==> src/rtl/metronome_pkg.sv <==
// Shared types and constants for the beep arbiter and its pulse timer.
// Latency: n/a (declarations only).
// Backpressure: n/a.
//
// Contents: FSM state enum, requester indices (ACC/BEAT/CLICK),
// default pulse/gap lengths, counter width and a priority picker.
package metronome_pkg;

    localparam int CNT_W   = 20;
    localparam int MAX_LEN = (1 << CNT_W) - 1;
    localparam int NUM_REQ = 3;

    // Requester indices; lower index means higher priority.
    localparam int ACC   = 0;
    localparam int BEAT  = 1;
    localparam int CLICK = 2;

    localparam int DEF_CLK_FREQ   = 50_000_000;
    localparam int DEF_ACCENT_CYC = 500_000;
    localparam int DEF_BEAT_CYC   = 250_000;
    localparam int DEF_CLICK_CYC  = 50_000;
    localparam int DEF_GAP_CYC    = 5_000;

    typedef enum logic [1:0] {
        IDLE  = 2'd0,
        PULSE = 2'd1,
        GAP   = 2'd2
    } state_e;

    typedef logic [1:0] req_idx_t;

    // Index of the highest-priority set bit; caller checks for any bit set.
    function automatic req_idx_t prio_idx(input logic [NUM_REQ-1:0] v);
        if (v[ACC]) begin
            return req_idx_t'(ACC);
        end else if (v[BEAT]) begin
            return req_idx_t'(BEAT);
        end else begin
            return req_idx_t'(CLICK);
        end
    endfunction

endpackage

==> src/rtl/pulse_timer.sv <==
// Loadable 20-bit down-counter timing both the beep pulse and the gap.
// Latency: done_o is high during the last cycle of a loaded interval.
// Backpressure: none; load and clear take effect at the next edge.
//
// Ports: clk_i, reset_i (sync, active-high), clear_i (force to 0),
//        load_i/load_val_i (start an interval of load_val_i cycles),
//        done_o (interval finishes this cycle).
module pulse_timer
    import metronome_pkg::*;
(
    input  logic             clk_i,
    input  logic             reset_i,
    input  logic             clear_i,
    input  logic             load_i,
    input  logic [CNT_W-1:0] load_val_i,
    output logic             done_o
);

    logic [CNT_W-1:0] count_q;
    logic [CNT_W-1:0] count_d;

    // The counter holds the cycles remaining including the current one,
    // so a load of N yields N cycles with done_o in the N-th.
    always_comb begin
        count_d = count_q;
        if (clear_i) begin
            count_d = '0;
        end else if (load_i) begin
            count_d = load_val_i;
        end else if (count_q != '0) begin
            count_d = count_q - CNT_W'(1);
        end
    end

    always_ff @(posedge clk_i) begin
        if (reset_i) begin
            count_q <= '0;
        end else begin
            count_q <= count_d;
        end
    end

    assign done_o = (count_q == CNT_W'(1));

endmodule

==> src/rtl/beep_arbiter.sv <==
// Arbitrates accent/beat/click beep requests onto one active-low buzzer.
// Latency: 1 cycle from request sample to beep_n low and grant pulse.
// Backpressure: none; requests that cannot be queued pulse their drop bit.
//
// Ports: clk, reset (sync, active-high), enable (low = mute),
//        req_accent/req_beat/req_click (single-cycle requests),
//        beep_n (registered buzzer drive), busy (PULSE or GAP),
//        grant[2:0] / drop[2:0] one-cycle pulses, bit0 accent, bit1 beat,
//        bit2 click.
module beep_arbiter
    import metronome_pkg::*;
#(
    parameter int CLK_FREQ   = DEF_CLK_FREQ,
    parameter int ACCENT_CYC = DEF_ACCENT_CYC,
    parameter int BEAT_CYC   = DEF_BEAT_CYC,
    parameter int CLICK_CYC  = DEF_CLICK_CYC,
    parameter int GAP_CYC    = DEF_GAP_CYC
) (
    input  logic       clk,
    input  logic       reset,
    input  logic       enable,
    input  logic       req_accent,
    input  logic       req_beat,
    input  logic       req_click,
    output logic       beep_n,
    output logic       busy,
    output logic [2:0] grant,
    output logic [2:0] drop
);

    // ------------------------------------------------------------------
    // Parameter legality: every length must fit the 20-bit counter and be
    // non-zero.
    // ------------------------------------------------------------------
    if (CLK_FREQ <= 0) begin : g_bad_clk
        $error("beep_arbiter: CLK_FREQ must be positive");
    end
    if (ACCENT_CYC < 1 || ACCENT_CYC > MAX_LEN) begin : g_bad_acc
        $error("beep_arbiter: ACCENT_CYC out of range 1..2^20-1");
    end
    if (BEAT_CYC < 1 || BEAT_CYC > MAX_LEN) begin : g_bad_beat
        $error("beep_arbiter: BEAT_CYC out of range 1..2^20-1");
    end
    if (CLICK_CYC < 1 || CLICK_CYC > MAX_LEN) begin : g_bad_click
        $error("beep_arbiter: CLICK_CYC out of range 1..2^20-1");
    end
    if (GAP_CYC < 1 || GAP_CYC > MAX_LEN) begin : g_bad_gap
        $error("beep_arbiter: GAP_CYC out of range 1..2^20-1");
    end

    localparam logic [CNT_W-1:0] LEN_ACC   = CNT_W'(ACCENT_CYC);
    localparam logic [CNT_W-1:0] LEN_BEAT  = CNT_W'(BEAT_CYC);
    localparam logic [CNT_W-1:0] LEN_CLICK = CNT_W'(CLICK_CYC);
    localparam logic [CNT_W-1:0] LEN_GAP   = CNT_W'(GAP_CYC);

    function automatic logic [CNT_W-1:0] len_of(input req_idx_t idx);
        case (idx)
            req_idx_t'(ACC):  return LEN_ACC;
            req_idx_t'(BEAT): return LEN_BEAT;
            default:          return LEN_CLICK;
        endcase
    endfunction

    // ------------------------------------------------------------------
    // State
    // ------------------------------------------------------------------
    state_e               state_q, state_d;
    req_idx_t             active_q, active_d;
    logic [NUM_REQ-1:0]   pending_q, pending_d;
    logic                 beep_n_q, beep_n_d;
    logic                 busy_q, busy_d;
    logic [NUM_REQ-1:0]   grant_q, grant_d;
    logic [NUM_REQ-1:0]   drop_q, drop_d;

    logic [NUM_REQ-1:0]   req;
    logic [NUM_REQ-1:0]   active_mask;
    logic [NUM_REQ-1:0]   req_ok;
    logic [NUM_REQ-1:0]   cand;
    logic                 cand_vld;
    req_idx_t             cand_idx;
    logic                 start;

    logic                 tmr_clear;
    logic                 tmr_load;
    logic [CNT_W-1:0]     tmr_val;
    logic                 tmr_done;

    assign req = {req_click, req_beat, req_accent};

    // ------------------------------------------------------------------
    // Request filtering and candidate selection
    // ------------------------------------------------------------------
    always_comb begin
        active_mask = '0;
        drop_d      = '0;
        if (state_q == PULSE) begin
            active_mask = NUM_REQ'(1) << active_q;
        end
        // A request is lost if muted, if its class already waits, or if it
        // repeats the class currently sounding.
        if (!enable) begin
            drop_d = req;
        end else begin
            drop_d = req & (pending_q | active_mask);
        end
        req_ok   = req & ~drop_d;
        // Live requests join the candidates directly so an idle arbiter
        // answers in the very next cycle.
        cand     = pending_q | req_ok;
        cand_vld = |cand;
        cand_idx = prio_idx(cand);
    end

    // ------------------------------------------------------------------
    // Next-state logic
    // ------------------------------------------------------------------
    always_comb begin
        state_d   = state_q;
        active_d  = active_q;
        grant_d   = '0;
        start     = 1'b0;
        tmr_clear = 1'b0;
        tmr_load  = 1'b0;
        tmr_val   = '0;

        if (!enable) begin
            state_d   = IDLE;
            tmr_clear = 1'b1;
        end else begin
            case (state_q)
                IDLE: begin
                    start = cand_vld;
                end
                PULSE: begin
                    // Strictly higher priority cuts the pulse short.
                    if (cand_vld && (cand_idx < active_q)) begin
                        start = 1'b1;
                    end else if (tmr_done) begin
                        state_d  = GAP;
                        tmr_load = 1'b1;
                        tmr_val  = LEN_GAP;
                    end
                end
                GAP: begin
                    // Higher priority skips the gap; otherwise the next
                    // waiter starts right after the last gap cycle.
                    if (cand_vld && ((cand_idx < active_q) || tmr_done)) begin
                        start = 1'b1;
                    end else if (tmr_done) begin
                        state_d = IDLE;
                    end
                end
                default: begin
                    state_d = IDLE;
                end
            endcase
        end

        if (start) begin
            state_d  = PULSE;
            active_d = cand_idx;
            grant_d  = NUM_REQ'(1) << cand_idx;
            tmr_load = 1'b1;
            tmr_val  = len_of(cand_idx);
        end

        pending_d = enable ? (cand & ~grant_d) : '0;
        beep_n_d  = (state_d != PULSE);
        busy_d    = (state_d != IDLE);
    end

    always_ff @(posedge clk) begin
        if (reset) begin
            state_q   <= IDLE;
            active_q  <= '0;
            pending_q <= '0;
            beep_n_q  <= 1'b1;
            busy_q    <= 1'b0;
            grant_q   <= '0;
            drop_q    <= '0;
        end else begin
            state_q   <= state_d;
            active_q  <= active_d;
            pending_q <= pending_d;
            beep_n_q  <= beep_n_d;
            busy_q    <= busy_d;
            grant_q   <= grant_d;
            drop_q    <= drop_d;
        end
    end

    pulse_timer u_timer (
        .clk_i      (clk),
        .reset_i    (reset),
        .clear_i    (tmr_clear),
        .load_i     (tmr_load),
        .load_val_i (tmr_val),
        .done_o     (tmr_done)
    );

    assign beep_n = beep_n_q;
    assign busy   = busy_q;
    assign grant  = grant_q;
    assign drop   = drop_q;

endmodule
==> config.mk <==
export PLATFORM = sky130hd
export DESIGN_NAME = beep_arbiter
export DESIGN_NICKNAME = d
export VERILOG_FILES = /design/src/rtl/metronome_pkg.sv /design/src/rtl/pulse_timer.sv /design/src/rtl/beep_arbiter.sv
export SDC_FILE = /design/constraint.sdc
export NUM_CORES = 1
export LEC_CHECK = 0
export BUFFER_PORTS_ARGS = -buffer_cell sky130_fd_sc_hd__buf_2
export CORE_MARGIN = 2
export CORE_UTILIZATION = 50
export CTS_CLUSTER_DIAMETER = 200
export CTS_CLUSTER_SIZE = 25
export DETAILED_ROUTE_END_ITERATION = 12
export MAX_ROUTING_LAYER = met4
export PLACE_DENSITY = 0.7
export SYNTH_ARGS = -nofsm -noshare
export SYNTH_HDL_FRONTEND = slang
export SYNTH_HIERARCHICAL = 1
export SYNTH_SLANG_ARGS = --single-unit
==> constraint.sdc <==
create_clock -name clk -period 3.44 [get_ports clk]
set_input_delay 0.516 -clock clk [delete_from_list [all_inputs] [get_ports clk]]
set_output_delay 0.516 -clock clk [all_outputs]
set_load 0.05 [all_outputs]
[After elaboration in Yosys (flattened, before gate mapping)]
Index checks and enable logic that the tools add are counted.
Widths: inputs -> output; s select.
Storage, ports and cells
  register bits: 35
  input port bits: 6
Cells by class
  $add $sub $neg: 1
  magnitude comparators: 1
  equality and inequality tests: 5
  shifts and indexed selects: 2
  mux-type cells: 28
  bitwise gates (word level): 8
  reductions and logical operators: 10
Operators with widths (count)
  $mux 20: 3
  $mux 13: 3
  $pmux 19 s2: 1
  $eq 20x1->1 const B: 1
  $reduce_bool 20->1: 1
  $sub 20x1->20 const B: 1
  $mux 2: 8
  $and 3x3->3: 3
  $mux 3: 3
  $mux 1: 8
  $not 3->3: 2
  $or 3x3->3: 2
  $pmux 2 s3: 1
  $shl 1x2->3 const A: 2
  $eq 2x1->1 const B: 2
  $logic_not 2->1: 2
  $reduce_bool 2->1: 2
  $pmux 1 s3: 1
  $reduce_or 3->1: 1
  $eq 2x2->1 const B: 1
  $logic_and 1x1->1: 2
  $lt 2x2->1: 1
  $ne 2x1->1 const B: 1
  $reduce_or 2->1: 1
  other kinds (2): 2

[Logic depth before layout (Yosys ltp)]
  depth after elaboration: 19
  gate-level depth with buffers: 17

[Cells and area by module]
The synthesis kept the hierarchy.
Modules (own cells, without submodules)
  pulse_timer: times used 1, cells each 142, area an instance 1174.9 µm², seq. area each 400.4 µm²
  beep_arbiter: times used 1, cells each 91, area an instance 789.5 µm², seq. area each 300.3 µm²

[Least setup slack after synthesis]
Ideal clock, no wire load.
  kind: reg-to-reg
  from: reg state_q[0]
  to: reg u_timer.count_q[7]
  library setup time: 0.070 ns
  arrival time: 3.427 ns
  required time: 3.370 ns
  setup slack: -0.057 ns
  stages on the path, launching flop included: 17
  buffers on the path: 4
  period minus slack after synthesis: 3.497 ns
  cell sequence: dfxtp_1 > buf_4 > or4b_1 > a31oi_1 > buf_4 > nand2_1 > inv_1 > ha_1 > nand3_1 > o21ai_0 > a211oi_2 > o311ai_4 > buf_2 > nand2_1 > clkbuf_1 > or3_1 > a21oi_1
Between the ends
  word-level cells in the longest chain between the ends: 18
  elaborated cells between the ends (all ways): 33
RTL lines
  start: declaration: line beep_arbiter.sv:67  | state_e state_q, state_d;
  start signal: assignment: line beep_arbiter.sv:182  | state_q <= state_d;
  $eq 2x1->1 *: line beep_arbiter.sv:96  | if (state_q == PULSE) begin
  $mux 3 *: line beep_arbiter.sv:96
  $or 3x3->3 *: line beep_arbiter.sv:104  | drop_d = req & (pending_q | active_mask);
  $and 3x3->3 *: line beep_arbiter.sv:104
  $mux 3 *: line beep_arbiter.sv:101  | if (!enable) begin
  $not 3->3 *: line beep_arbiter.sv:106  | req_ok = req & ~drop_d;
  $and 3x3->3 *: line beep_arbiter.sv:106
  $or 3x3->3 *: line beep_arbiter.sv:109  | cand = pending_q | req_ok;
  [2 not listed]
  net cand_idx[1]: line beep_arbiter.sv:80  | req_idx_t cand_idx;
  [1 not listed]
  $logic_or 1x1->1: line beep_arbiter.sv:147  | if (cand_vld && ((cand_idx < active_q) || tmr_done)) begin
  $logic_and 1x1->1: line beep_arbiter.sv:147
  $mux 1: line beep_arbiter.sv:147
  $pmux 1 s3: line beep_arbiter.sv:130  | case (state_q)
  $mux 1: line beep_arbiter.sv:126  | if (!enable) begin
  $mux 1 *: line beep_arbiter.sv:159  | if (start) begin
  net tmr_load: line beep_arbiter.sv:84  | logic tmr_load;
  $mux 20 or $reduce_bool 2->1 (tied branches)
  end signal: assignment: line pulse_timer.sv:39  | count_q <= count_d;
  end: declaration: line pulse_timer.sv:19  | logic [CNT_W-1:0] count_q;
The timed path passes the listed nets; every way through them passes the cells marked *.
A chain may end at the register's enable or synchronous reset.

[Worst setup path in the final report]
  from: reg active_q[0]
  to: reg u_timer.count_q[11]
Between the ends
  word-level cells in the longest chain between the ends: 18
  elaborated cells between the ends (all ways): 28
RTL lines
  start: declaration: line beep_arbiter.sv:68  | req_idx_t active_q, active_d;
  start signal: assignment: line beep_arbiter.sv:183  | active_q <= active_d;
  $shl 1x2->3 *: line beep_arbiter.sv:97  | active_mask = NUM_REQ'(1) << active_q;
  $mux 3 *: line beep_arbiter.sv:96
  $or 3x3->3 *: line beep_arbiter.sv:104
  $and 3x3->3 *: line beep_arbiter.sv:104
  $mux 3 *: line beep_arbiter.sv:101
  $not 3->3 *: line beep_arbiter.sv:106
  $and 3x3->3 *: line beep_arbiter.sv:106
  $or 3x3->3 *: line beep_arbiter.sv:109
  [2 not listed]
  net cand_idx[1]: line beep_arbiter.sv:80
  [1 not listed]
  $logic_or 1x1->1: line beep_arbiter.sv:147
  $logic_and 1x1->1: line beep_arbiter.sv:147
  $mux 1: line beep_arbiter.sv:147
  $pmux 1 s3: line beep_arbiter.sv:130
  $mux 1: line beep_arbiter.sv:126
  $mux 1 *: line beep_arbiter.sv:159
  net tmr_load: line beep_arbiter.sv:84
  $mux 20 or $reduce_bool 2->1 (tied branches)
Marks and branches as above.

==> impl_metrics.toml <==
[outcome]
status = "finished clean"

[grt]
grt_util_met3_pct = 5.41
grt_max_degree = 14
grt_usage_pct = 23.6
use_met1_pct = 33.2
gr-max-usage-layer = "met2"
grt_use_met2_pct = 33.4
grt_pass1_wl_mm = 7.61
antenna_found_initial = 0
grt-ovfl-total = 0
grt_pass1_vias = 1590

[worst_hold_path]
hold-path-cell-count = 2
min_from = "req_click"
hold_path_class = "input port to flip-flop"
hold_end = "drop[2]"

[drt]
num_vias = 1776
wire_per_inst_microns = 14.7
first_iter_violations = 70
ant_nets = 0
avgViaCountPerCell = 5.66
wl_mm = 4.62
drc_errors = 0
drtPass1Iterations = 4

[yosys]
ys_ff_latch = 35
yosys_warnings = 6
synth_top_cells_by_count = "dfxtp_1, o21ai_0, nand2_1"
synth_top_family_by_area = "simple AND/OR/NAND/NOR gates"
yosys.area_share.simple_pct = 24.8
synthAdderAreaFrac_pct = 2.55
synth-seq-area-share_pct = 35.7
synth_ff_type = "dfxtp_1"
synth_edf_count = 0
synthMuxAreaShare_pct = 1.72
yosysTopAreaCellShare_pct = 35.7
netlist_instances = 233
async_flop_share_pct = 0
ys_types = 51
syn_area_sq_um = 1960
synth_area_leaders = "dfxtp_1, o21ai_0, xor2_1"
yosys.area.top_type = "dfxtp_1"
synth_compound_area_share_pct = 22.0
synth_most_common_cell = "dfxtp_1"
avgSynthCellArea_sq_um = 8.43
synth-xor-area-share_pct = 8.03

[timing]
finalCriticalPeriod_ps = 3270
finalHoldViolCount = 0
fin_crit_sh_pct = 95.1
relSlewSlack_pct = 65.6
setup_viol = 0
clock.fmax_mhz = 306
setup_slack_ps = 168
drv_slew = 0
worst_pin_slew_ps = 509
fin_worst_skew_ps = 5.12

[critical_path]
crit_buf_inv = 4
path_delay_family = "simple AND/OR/NAND/NOR gates"
start_kind = "flip-flop"
reg2reg_to = "u_timer/count_q[11]"
end_kind = "flip-flop"
ff2ff_setup_slack_ps = 170
required_ps = 3610
slowest_delay_ps = 570
critPathKind = "flip-flop to flip-flop"
cp_max_fo = 8
reg2regPathDepth = 14
crit_chain = "or4b_1 -> a31oi_2 -> nand2_1 -> inv_1 -> ha_1 -> or2_2 -> a31oi_2 -> o311ai_4 -> nand2_1 -> clkinvlp_4 -> buf_4 -> buf_4 -> o211ai_1 -> a31oi_1"
critical_path_arrival_ps = 3440
cp_slowest_cell = "or4b_1"
regToRegStartpoint = "active_q[0]"

[clock_tree]
root_buffer = "clkbuf_8"
clkSlewWorstSetupHoldPaths_ps = 70
cts_tree = "yes"
clockBufferDepth = 2
htree_levels = 2
clock_latency_ps = 280
hold_buffers = 0
cts_buffers = 5
cts.sinks = 35

[die]
design.die.area_sq_um = 4450
coreArea_sq_um = 3720
start_util_pct = 52.9
rows = 22
dieHeight_microns = 66.7
ios = 14
dieWidth_microns = 66.7

[layout]
nFillCells = 348
layout.nets = 275
num_antenna_cells = 0
syn2layout_area_growth_pct = 16.7
finish.utilization_pct = 61.7
multiInputGateArea_sq_um = 1200
regArea_sq_um = 701
drive_gt1_share_pct = 21.4

[place]
place_hpwl_mm = 3.38
io_buffers = 13
gp_congestion = 0.902
place_ws_ps = 149

[power_and_ir_drop]
power_mw = 1.56
leakage_nw = 0.935
ir_worst_vdd_mv = 0.393
power.density_nw_per_um2 = 682

[job]
drv_cap = 0
-- state kept, by name (all words and copies together), names as in the netlist --
signal,cells
busy,1
drop,3
beep_n,1
active_q,2
pending_q,3
state_q,2
grant,3
u_timer/count_q,20
-- worst register-to-register path: stages (launching register included) --
cell and delay [ps]:
dfxtp_1 340, or4b_1 570, a31oi_2 230, nand2_1 90, inv_1 100, ha_1 270
or2_2 320, a31oi_2 250, o311ai_4 120, nand2_1 170, clkinvlp_4 170, buf_4 170
buf_4 160, o211ai_1 100, a31oi_1 110
-- per-layer routing --
layer | vias to the layer above | part of all wire [%]
met5 | - | 0
met4 | 0 | 2.1
met3 | 12 | 5.3
met2 | 47 | 45
met1 | 826 | 48
li1 | 891 | -
-- timing repair --
item / 4_1_cts / 5_1_grt
resized for setup: 0 / 5
setup buffers: 0 / 5
endpoints found under the setup margin: 0 / 10
-- area by class of cell --
| cell class | count | share of cell area, % |
|---|---|---|
| multi-input cells | 179 | 52.4 |
| flip-flops and latches | 35 | 30.6 |
| repair buffers | 30 | 8.41 |
| clock buffers | 7 | 3.33 |
| well taps | 48 | 2.62 |
| inverters | 14 | 2.46 |
| clock inverters | 1 | 0.218 |
-- placed cells by master (no fill, tap or decap), drive strengths merged, types with 2 or more instances in the layout --
cell / Yosys / layout
a211o: 2 / 2
a211oi: 3 / 3
a21o: 2 / 2
a21oi: 12 / 12
a31oi: 5 / 5
buf: 4 / 30
clkbuf: 6 / 7
conb: 1 / 6
dfxtp: 35 / 35
ha: 4 / 4
inv: 13 / 13
mux2: 3 / 3
nand2: 21 / 21
nand3: 7 / 7
nand3b: 2 / 2
nand4b: 3 / 3
nand4bb: 2 / 2
nor2: 17 / 17
nor3: 8 / 8
nor4: 7 / 7
o211a: 2 / 2
o211ai: 4 / 4
o21ai: 26 / 26
o21ba: 2 / 2
or2: 3 / 3
or3: 4 / 4
or4: 2 / 2
or4b: 2 / 2
xnor2: 7 / 7
xor2: 11 / 11
-- kinds of logic (layout without fill, tap and decap cells) --
kind of cell    Yosys count  after routing
compound gates           65             65
mux                       3              3
buf+inv                  24             52
other cells               1              6
flops                    35             35
simple gates             83             83
fa+ha+maj                 4              4
xor+xnor                 18             18
-- report_power, final --
part / switching, mW / internal [mW] / total [mW]
sequential: 0.0609 / 0.462 / 0.523
combinational: 0.427 / 0.329 / 0.756
clock: 0.141 / 0.142 / 0.283
-- how the worst max path moves through the flow --
stage	end	startpoint	cells after the start	slack [ps]
finish	u_timer/count_q[11]	active_q[0]	14	170
global route	u_timer/count_q[15]	active_q[0]	13	-40
CTS	u_timer/count_q[16]	active_q[0]	13	130
detailed placement	u_timer/count_q[17]	active_q[0]	13	150
global placement	u_timer/count_q[14]	active_q[0]	13	260
floorplan	u_timer/count_q[2]	state_q[0]	16	50
-- through the flow --
stage | hold WS, ps | instances | setup TNS, ps | area (sq um)
global route | 484 | 314 | -89.1 | 2290
detailed placement | 506 | 301 | 0 | 2150
CTS | 469 | 309 | 0 | 2230
global placement | 484 | 301 | 0 | 2150
finish | 481 | 314 | 0 | 2290
floorplan | 472 | 238 | 0 | 1990
No activity file was read; power rests on OpenSTA's default activity.
